## src/rtl/fetch_pkg.sv

```systemverilog
// fetch_pkg: shared types and constants for the instruction-fetch stage.
//   fetch_state_t : request FSM encoding (idle / waiting / dropping a stale response)
//   NOP_INSTR     : instruction presented to IF/ID when the fetch buffer is empty
package fetch_pkg;

  localparam logic [31:0] NOP_INSTR = 32'h0000_0013;

  typedef enum logic [1:0] {
    FS_IDLE = 2'd0,
    FS_WAIT = 2'd1,
    FS_DROP = 2'd2
  } fetch_state_t;

endpackage

```

## src/rtl/fetch_stage_if.sv

```systemverilog
// fetch_stage_if: instruction-memory read bus between the fetch stage and imem.
//   imem_req    : read request strobe (memory always accepts)
//   imem_addr   : request address, valid while imem_req=1
//   imem_rvalid : one response pulse per request, latency >= 1 cycle
//   imem_rdata  : response word
// Modports: master = fetch stage, slave = instruction memory.
interface fetch_stage_if
  import fetch_pkg::*;
#(
  parameter int unsigned WIDTH = 32
);

  logic             imem_req;
  logic [WIDTH-1:0] imem_addr;
  logic             imem_rvalid;
  logic [WIDTH-1:0] imem_rdata;

  modport master (
    output imem_req,
    output imem_addr,
    input  imem_rvalid,
    input  imem_rdata
  );

  modport slave (
    input  imem_req,
    input  imem_addr,
    output imem_rvalid,
    output imem_rdata
  );

endinterface

```

## src/rtl/fetch_ibuf.sv

```systemverilog
// fetch_ibuf: one-entry instruction buffer feeding the IF/ID register.
//   clk, rst      : clock, asynchronous active-high reset
//   fill_i        : load fill_instr_i/fill_pc_i and mark valid
//   drain_i       : IF/ID consumed the entry this edge
//   flush_i       : discard the entry (redirect); overrides fill and drain
//   valid_o       : entry holds a real instruction
//   instr_o       : stored word, or NOP_INSTR when empty
//   pc_o          : address of the stored word (held after drain/flush)
module fetch_ibuf
  import fetch_pkg::*;
#(
  parameter int unsigned     WIDTH    = 32,
  parameter logic [WIDTH-1:0] RESET_PC = '0
) (
  input  logic             clk,
  input  logic             rst,
  input  logic             fill_i,
  input  logic             drain_i,
  input  logic             flush_i,
  input  logic [WIDTH-1:0] fill_instr_i,
  input  logic [WIDTH-1:0] fill_pc_i,
  output logic             valid_o,
  output logic [WIDTH-1:0] instr_o,
  output logic [WIDTH-1:0] pc_o
);

  logic             valid_q;
  logic [WIDTH-1:0] instr_q;
  logic [WIDTH-1:0] pc_q;

  // A fill on the same edge as a drain wins: the old word leaves, the new one lands.
  always_ff @(posedge clk or posedge rst) begin
    if (rst) begin
      valid_q <= 1'b0;
      instr_q <= '0;
      pc_q    <= RESET_PC;
    end else if (flush_i) begin
      valid_q <= 1'b0;
    end else if (fill_i) begin
      valid_q <= 1'b1;
      instr_q <= fill_instr_i;
      pc_q    <= fill_pc_i;
    end else if (drain_i) begin
      valid_q <= 1'b0;
    end
  end

  assign valid_o = valid_q;
  assign instr_o = valid_q ? instr_q : WIDTH'(NOP_INSTR);
  assign pc_o    = pc_q;

endmodule

```

## src/rtl/fetch_stage.sv

```systemverilog
// fetch_stage: owns the PC, issues single-outstanding instruction-memory reads
// and presents one buffered word to the IF/ID register.
//   clk, rst     : clock, asynchronous active-high reset (shared with imem)
//   stall_F      : IF/ID does not consume this cycle
//   redirect_E   : taken branch/jump from EX; flushes buffered and in-flight fetches
//   target_E     : redirect target address
//   imem         : fetch_stage_if.master (imem_req/imem_addr/imem_rvalid/imem_rdata)
//   instr_F      : buffered instruction or NOP
//   PC_F, PCP4_F : address of instr_F and that address + 4 (wraps)
//   valid_F      : buffer holds a real instruction
//   misaligned_F : sticky misaligned-redirect flag
// Build option FETCH_MISALIGN_EN: when defined, a misaligned redirect target is
// loaded as-is, raises misaligned_F and halts fetch until an aligned redirect.
// When undefined, target_E[1:0] is forced to zero and misaligned_F is tied low.
module fetch_stage
  import fetch_pkg::*;
#(
  parameter int unsigned      WIDTH    = 32,
  parameter logic [WIDTH-1:0] RESET_PC = 32'h0000_0000
) (
  input  logic               clk,
  input  logic               rst,
  input  logic               stall_F,
  input  logic               redirect_E,
  input  logic [WIDTH-1:0]   target_E,
  fetch_stage_if.master      imem,
  output logic [WIDTH-1:0]   instr_F,
  output logic [WIDTH-1:0]   PC_F,
  output logic [WIDTH-1:0]   PCP4_F,
  output logic               valid_F,
  output logic               misaligned_F
);

  fetch_state_t     state_q, state_d;
  logic [WIDTH-1:0] pc_q, pc_d;
  logic [WIDTH-1:0] req_pc_q, req_pc_d;
  logic [WIDTH-1:0] target_pc;
  logic             fetch_hold;
  logic             issue;
  logic             fill;
  logic             drain;
  logic             ibuf_valid;

`ifdef FETCH_MISALIGN_EN
  logic misaligned_q;

  always_ff @(posedge clk or posedge rst) begin
    if (rst) begin
      misaligned_q <= 1'b0;
    end else if (redirect_E) begin
      misaligned_q <= |target_E[1:0];
    end
  end

  assign target_pc    = target_E;
  assign fetch_hold   = misaligned_q;
  assign misaligned_F = misaligned_q;
`else
  assign target_pc    = target_E & ~WIDTH'(3);
  assign fetch_hold   = 1'b0;
  assign misaligned_F = 1'b0;
`endif

  // Issuing only when the buffer is empty or draining this edge guarantees the
  // response always has a free slot.
  assign issue = !rst && (state_q == FS_IDLE) && (!ibuf_valid || !stall_F)
                 && !redirect_E && !fetch_hold;
  assign fill  = (state_q == FS_WAIT) && imem.imem_rvalid && !redirect_E;
  assign drain = ibuf_valid && !stall_F;

  assign imem.imem_req  = issue;
  assign imem.imem_addr = pc_q;

  always_comb begin
    state_d  = state_q;
    pc_d     = pc_q;
    req_pc_d = req_pc_q;
    unique case (state_q)
      FS_IDLE: begin
        if (issue) begin
          req_pc_d = pc_q;
          pc_d     = pc_q + WIDTH'(4);
          state_d  = FS_WAIT;
        end
      end
      FS_WAIT: begin
        // A response arriving with a redirect is simply not filled.
        if (imem.imem_rvalid) begin
          state_d = FS_IDLE;
        end else if (redirect_E) begin
          state_d = FS_DROP;
        end
      end
      FS_DROP: begin
        // The stale response retires the drop even if another redirect lands.
        if (imem.imem_rvalid) begin
          state_d = FS_IDLE;
        end
      end
      default: state_d = FS_IDLE;
    endcase
    if (redirect_E) begin
      pc_d = target_pc;
    end
  end

  always_ff @(posedge clk or posedge rst) begin
    if (rst) begin
      state_q  <= FS_IDLE;
      pc_q     <= RESET_PC;
      req_pc_q <= RESET_PC;
    end else begin
      state_q  <= state_d;
      pc_q     <= pc_d;
      req_pc_q <= req_pc_d;
    end
  end

  fetch_ibuf #(
    .WIDTH    (WIDTH),
    .RESET_PC (RESET_PC)
  ) u_ibuf (
    .clk          (clk),
    .rst          (rst),
    .fill_i       (fill),
    .drain_i      (drain),
    .flush_i      (redirect_E),
    .fill_instr_i (imem.imem_rdata),
    .fill_pc_i    (req_pc_q),
    .valid_o      (ibuf_valid),
    .instr_o      (instr_F),
    .pc_o         (PC_F)
  );

  assign valid_F = ibuf_valid;
  assign PCP4_F  = PC_F + WIDTH'(4);

endmodule
```

## src/flat_wrapper.sv

```systemverilog
// flat-port wrapper written by rule: the top's interface ports become plain ports
module fetch_stage_flat import fetch_pkg::*;
#(
  parameter int unsigned      WIDTH    = 32,
  parameter logic [WIDTH-1:0] RESET_PC = 32'h0000_0000
)
  (clk, rst, stall_F, redirect_E, target_E, instr_F, PC_F, PCP4_F, valid_F, misaligned_F, imem_imem_req, imem_imem_addr, imem_imem_rvalid, imem_imem_rdata);
  fetch_stage_if #(.WIDTH(WIDTH)) imem_i ();
  input  logic clk;
  input  logic rst;
  input  logic stall_F;
  input  logic redirect_E;
  input  logic [WIDTH-1:0] target_E;
  output logic [WIDTH-1:0] instr_F;
  output logic [WIDTH-1:0] PC_F;
  output logic [WIDTH-1:0] PCP4_F;
  output logic valid_F;
  output logic misaligned_F;
  output wire logic [$bits(imem_i.imem_req)-1:0] imem_imem_req;
  output wire logic [$bits(imem_i.imem_addr)-1:0] imem_imem_addr;
  input wire logic [$bits(imem_i.imem_rvalid)-1:0] imem_imem_rvalid;
  input wire logic [$bits(imem_i.imem_rdata)-1:0] imem_imem_rdata;
  assign imem_imem_req = imem_i.imem_req;
  assign imem_imem_addr = imem_i.imem_addr;
  assign imem_i.imem_rvalid = imem_imem_rvalid;
  assign imem_i.imem_rdata = imem_imem_rdata;
  fetch_stage #(.WIDTH(WIDTH), .RESET_PC(RESET_PC)) u_core (.clk(clk), .rst(rst), .stall_F(stall_F), .redirect_E(redirect_E), .target_E(target_E), .imem(imem_i), .instr_F(instr_F), .PC_F(PC_F), .PCP4_F(PCP4_F), .valid_F(valid_F), .misaligned_F(misaligned_F));
endmodule
```

## config.mk

```make
export PLATFORM = sky130hd
export DESIGN_NAME = fetch_stage_flat
export DESIGN_NICKNAME = d
export VERILOG_FILES = /design/src/rtl/fetch_pkg.sv /design/src/rtl/fetch_stage_if.sv /design/src/rtl/fetch_ibuf.sv /design/src/rtl/fetch_stage.sv /design/src/flat_wrapper.sv
export SDC_FILE = /design/constraint.sdc
export NUM_CORES = 1
export LEC_CHECK = 0
export ABC_AREA = 0
export CORE_ASPECT_RATIO = 0.7
export CORE_MARGIN = 1
export CORE_UTILIZATION = 51
export CTS_CLUSTER_DIAMETER = 150
export DETAILED_ROUTE_END_ITERATION = 12
export GPL_ROUTABILITY_DRIVEN = 0
export PLACE_DENSITY_LB_ADDON = 0.15
export SKIP_LAST_GASP = 1
export SYNTH_ARGS = -nofsm -noshare
export SYNTH_HDL_FRONTEND = slang
export SYNTH_HIERARCHICAL = 1
export SYNTH_SLANG_ARGS = --single-unit
```

## constraint.sdc

```tcl
create_clock -name clk -period 3.7 [get_ports clk]
set_input_delay 0.925 -clock clk [delete_from_list [all_inputs] [get_ports clk]]
set_output_delay 0.925 -clock clk [all_outputs]
set_load 0.01 [all_outputs]
```

After elaboration in Yosys (flattened, before gate mapping)
Cells that the tools add are included.
- bits in registers: 131
- word-level logic and storage cells: 45
- add/sub/neg operators: 2
- equal/unequal tests: 5
- muxes and demuxes: 12
- bitwise operators: 1
- reduce and logical (&&, ||, !) cells: 19
- operator list (kind ; count):
    2-to-1 mux 32 bit ; 4
    adder 32 x 3 -> 32 bit, second input constant ; 2
    2-to-1 mux 2 bit ; 4
    logical AND 1 bit ; 6
    case mux 2 bit (3 select lines) ; 1
    AND reduction 2 bit ; 3
    logical NOT 1 bit ; 4
    inequality test 2 bit, second input constant ; 2
    nonzero test 2 bit ; 2
    2-to-1 mux 1 bit ; 3
    inequality test 3 bit, second input constant ; 1
    AND reduction 3 bit ; 1
    nonzero test 3 bit ; 1
    == test 2 x 1 -> 1 bit, second input constant ; 1
    == test 2 bit, second input constant ; 1
    logical NOT 2 bit ; 1
    logical OR 1 bit ; 1
    NOT 1 bit ; 1

Longest topological paths before layout
- word-level depth: 7
- depth in mapped cells: 6

Cells and area by module
The synthesis kept the hierarchy.
- modules (own cells, without submodules) (module ; times used ; cells an instance ; area an instance (µm²)):
    fetch_stage ; 1 ; 359 ; 3563.4
    fetch_ibuf ; 1 ; 176 ; 2956.6

Least setup slack after synthesis
Ideal clock, no wire load.
- kind: input to output
- start point: in stall_F
- end point: out imem_imem_req
- arrival time: 1.915 ns
- setup slack: 0.860 ns
- stages: 4
- buffers on the path: 2
- path through: a2111oi_4 and2_0 clkbuf_1 buf_2
- cells in the longest elaborated chain, start to end: 4
- ends and longest elaborated chain (item ; line ; text):
    start: declaration ; flat_wrapper.sv:11 ; input logic stall_F;
    logical NOT 1 bit ; fetch_stage.sv:66 ; assign issue = !rst && (state_q == FS_IDLE) && (!ibuf_valid || !stall_F)
    logical OR 1 bit ; fetch_stage.sv:66 ;
    logical AND 1 bit ; fetch_stage.sv:66 ;
    logical AND 1 bit ; fetch_stage.sv:67 ; && !redirect_E && !fetch_hold;
    end: declaration ; flat_wrapper.sv:19 ; output wire logic [$bits(imem_i.imem_req)-1:0] imem_imem_req;
No other way between the ends.

Final worst setup path
- start point: reg u_core.u_ibuf.pc_q[11], in the netlist u_core/u_ibuf/pc_o[11]
- end point: out PCP4_F[18]
- cells in the longest elaborated chain, start to end: 1
- ends and longest elaborated chain (item ; line ; text):
    start: declaration ; fetch_ibuf.sv:29 ; logic [WIDTH-1:0] pc_q;
    start signal: assignment ; fetch_ibuf.sv:42 ; pc_q <= fill_pc_i;
    adder 32 x 3 -> 32 bit ; fetch_stage.sv:136 ; assign PCP4_F = PC_F + WIDTH'(4);
    end: declaration ; flat_wrapper.sv:16 ; output logic [WIDTH-1:0] PCP4_F;
No other way between the ends.

==> flow_metrics.tcl <==
set metrics [dict create \
    status "complete, no violations" \
    clkTransAtPathRegs_ns 0.06 \
    total_power_mw 5.61 \
    final_core_util 0.733 \
    relSlewSlack 0.602 \
    grt_pass1_vias 5050 \
    grt_use_total 0.271 \
    r2r_slack_ns 1.25 \
    syn2layout_area_growth_pct 39.6 \
    clock_path_buffers 2 \
    dr.first_iter.drc_count 309 \
    whs_ns 0.501 \
    ys_top_cells_by_area "dfrtp_1 (49%), mux2_4 (14%), mux2_2 (6.0%), xnor2_1 (3.2%), and2_1 (3.0%)" \
    reg2reg_from "u_core/imem.imem_addr[4]$_DFFE_PP0P_" \
    cts_tree "done" \
    chipHeight_um 96.6 \
    ys_seq_area_frac 0.487 \
    setup_viol 0 \
    die_area_mm2 0.0132 \
    post-route-period-util 0.951 \
    p_leak_nw 3.73 \
    via_count 5115 \
    p_sw_frac 0.301 \
    placed_area_mm2 0.00852 \
    critPathLaunchType "flop" \
    critical_path.slowest_cell "clkdlybuf4s50_1" \
    power_switching_mw 1.69 \
    clk_latency_ns 0.41 \
    cts_setup_buffers 0 \
    layout.cells.non_filler 906 \
    viasPerCell 5.65 \
    rsz0062_at_grt "no" \
    cp_cell_sequence "nand4_1 -> nor4_2 -> buf_4 -> nand3_1 -> xnor2_1 -> clkdlybuf4s50_1" \
    dieWidth_um 137 \
    post_cts_resized 0 \
    vdd.ir_drop.worst_mv 0.456 \
    crit_buf_inv 2 \
    nFillCells 830 \
    root_buffer "clkbuf_16" \
    mostFrequentLayoutCells "clkdlybuf4s50_1 (194), dfrtp_1 (127), mux2_4 (60)" \
    grt_first_pass_wirelength_um 27100 \
    clock.fmax_mhz 284 \
    htree_levels 4 \
    cap_violations 0 \
    skew_ns 0.0113 \
    synth_top_area_share 0.487 \
    final_common_cell "clkdlybuf4s50_1" \
    num_rows 34 \
    worstSetupPathType "reg2out" \
    overflow 0 \
    drive_above_1_share 0.198 \
    holdBufCountCts 0 \
    cts_buffers 17 \
    cp_data_required_time_ns 2.77 \
    pwr-share-comb 0.318 \
    synth_top_cell_by_area "dfrtp_1" \
    placed_cells 874 \
    port_buffers 194 \
    io_pins 200 \
    hold_viol 0 \
    coreArea_mm2 0.0124 \
    final_area_mm2 0.00910 \
    diodes 0 \
    synth_seq_cells 127 \
    hold_path.class "reg2reg" \
    power.internal_mw 3.92 \
    netlist_instances 535 \
    ff2ff_path_depth 4 \
    yosys_warnings 6 \
    ys_types 40 \
    end_kind "output port" \
    route.detailed.drc 0 \
    dr.pass1.iters 5 \
    drt_wl_total_um 17000 \
    period_minus_slack_ns 3.52 \
    start_util 0.525 \
    synth_area_mm2 0.00652 \
    dp_hpwl_um 12000 \
    r2r_end "u_core/imem.imem_addr[29]$_DFFE_PP0P_" \
    syn_avg_cell_area_um2 12.2 \
    ant_nets 0 \
    worstMarginPinSlew_ns 0.595 \
    avgRoutedWirePerCell_um 18.7 \
    clkPwrFrac 0.292 \
    hp-start "u_core/req_pc_q[24]$_DFFE_PP0P_" \
    cp.arrival_ns 2.59 \
    nets 802 \
    power_density_mw_per_mm2 616 \
    hold_path_end "u_core/u_ibuf/pc_o[24]$_DFFE_PP0P_" \
    seqPwrFrac 0.390 \
    dp_slack_ns 0.254 \
    crit_fanout 15 \
    antenna_found_initial 0 \
    critical-path-max-stage-delay_ns 0.61 \
    drv_slew 0 \
    clkSinkCount 127 \
    grt_max_degree 65 \
    crit_family "buffers and inverters" \
    min_path_cells 1 \
    fin_setup_tns_ns 0 \
    layout_setup_ws_ns 0.182 \
]
[flip-flops by register name, indices dropped and copies added (netlist names)]
| register | flops |
|---|---|
| u_core/imem.imem_addr | 30 |
| u_core/u_ibuf/valid_o | 1 |
| u_core/state_q | 2 |
| u_core/u_ibuf/pc_o | 32 |
| u_core/req_pc_q | 30 |
| u_core/u_ibuf/instr_q | 32 |
[cell type report]
cell class,count,area [µm²],area share
timing repair buffer,205,2050,0.225
sequential,127,3180,0.349
clock buffer,17,425,0.0467
clock inverter,15,159,0.0175
inverter,8,30.0,0.00330
tap,162,203,0.0223
multi-input combinational,372,3060,0.336
[logic make-up after synthesis]
kind of cell,Yosys count,share of synthesized area
other,1,0.000575
AND/OR/NAND/NOR,182,0.161
AO/OA/AOI/OAI,51,0.0528
adder cells (fa/ha/maj),2,0.00384
flip-flops,127,0.487
multiplexers,96,0.200
buffers and inverters,40,0.0455
XOR/XNOR,36,0.0484
[Yosys cell counts]
| cell type | n |
|---|---|
| nand3_1 | 21 |
| nor2b_4 | 1 |
| o21ai_0 | 13 |
| o31ai_1 | 15 |
| buf_4 | 5 |
| and4_1 | 8 |
| nor2b_1 | 1 |
| nor4bb_1 | 1 |
| clkbuf_1 | 14 |
| dfrtp_1 | 127 |
| xnor2_1 | 24 |
| o211ai_1 | 2 |
| or3_1 | 5 |
| nor4_2 | 1 |
| buf_6 | 1 |
| mux2_4 | 60 |
| or4_1 | 17 |
| nand4_2 | 3 |
| nand2b_1 | 5 |
| a31oi_1 | 19 |
| nor3_1 | 1 |
| conb_1 | 1 |
| ha_1 | 2 |
| xor2_1 | 12 |
| mux2_2 | 35 |
| a2111oi_4 | 1 |
| mux2i_1 | 1 |
| nor3b_1 | 1 |
| inv_1 | 8 |
| and2_0 | 1 |
| nand2_1 | 28 |
| and3_1 | 8 |
| buf_2 | 5 |
| nand4_1 | 20 |
| nand2_2 | 1 |
| and2_1 | 31 |
| nor4_1 | 1 |
| nor2_1 | 27 |
| buf_12 | 7 |
| a21oi_1 | 1 |
[power groups by stage]
| stage | sequential (mW) | combinational [mW] | clock [mW] |
|---|---|---|---|
| floorplan | 2.16 | 0.824 | 0 |
| global placement | 2.16 | 1.75 | 0 |
| CTS | 2.18 | 1.80 | 1.66 |
| global route | 2.25 | 1.89 | 1.74 |
| finish | 2.19 | 1.78 | 1.64 |
| detailed placement | 2.20 | 1.79 | 0 |
[per-layer routing]
| layer | global-route usage | routed length (µm) | vias up |
|---|---|---|---|
| met5 | 0 | 0 | - |
| met4 | 0.0871 | 240 | 0 |
| met3 | 0.0776 | 1300 | 23 |
| met2 | 0.392 | 7640 | 229 |
| met1 | 0.391 | 7790 | 2534 |
| li1 | - | - | 2329 |
[worst max-delay path by stage]
stage | startpoint | cells after the start | end
3_5_place_dp | stall_F | 4 | imem_imem_req
6_report | u_core/u_ibuf/pc_o[11]$_DFFE_PP0P_ | 6 | PCP4_F[18]
2_1_floorplan | stall_F | 4 | imem_imem_req
5_1_grt | u_core/u_ibuf/pc_o[11]$_DFFE_PP0P_ | 6 | PCP4_F[26]
3_3_place_gp | stall_F | 4 | imem_imem_req
4_1_cts | u_core/u_ibuf/pc_o[10]$_DFFE_PP0P_ | 6 | PCP4_F[18]
No activity file was read; power rests on OpenSTA's default activity.
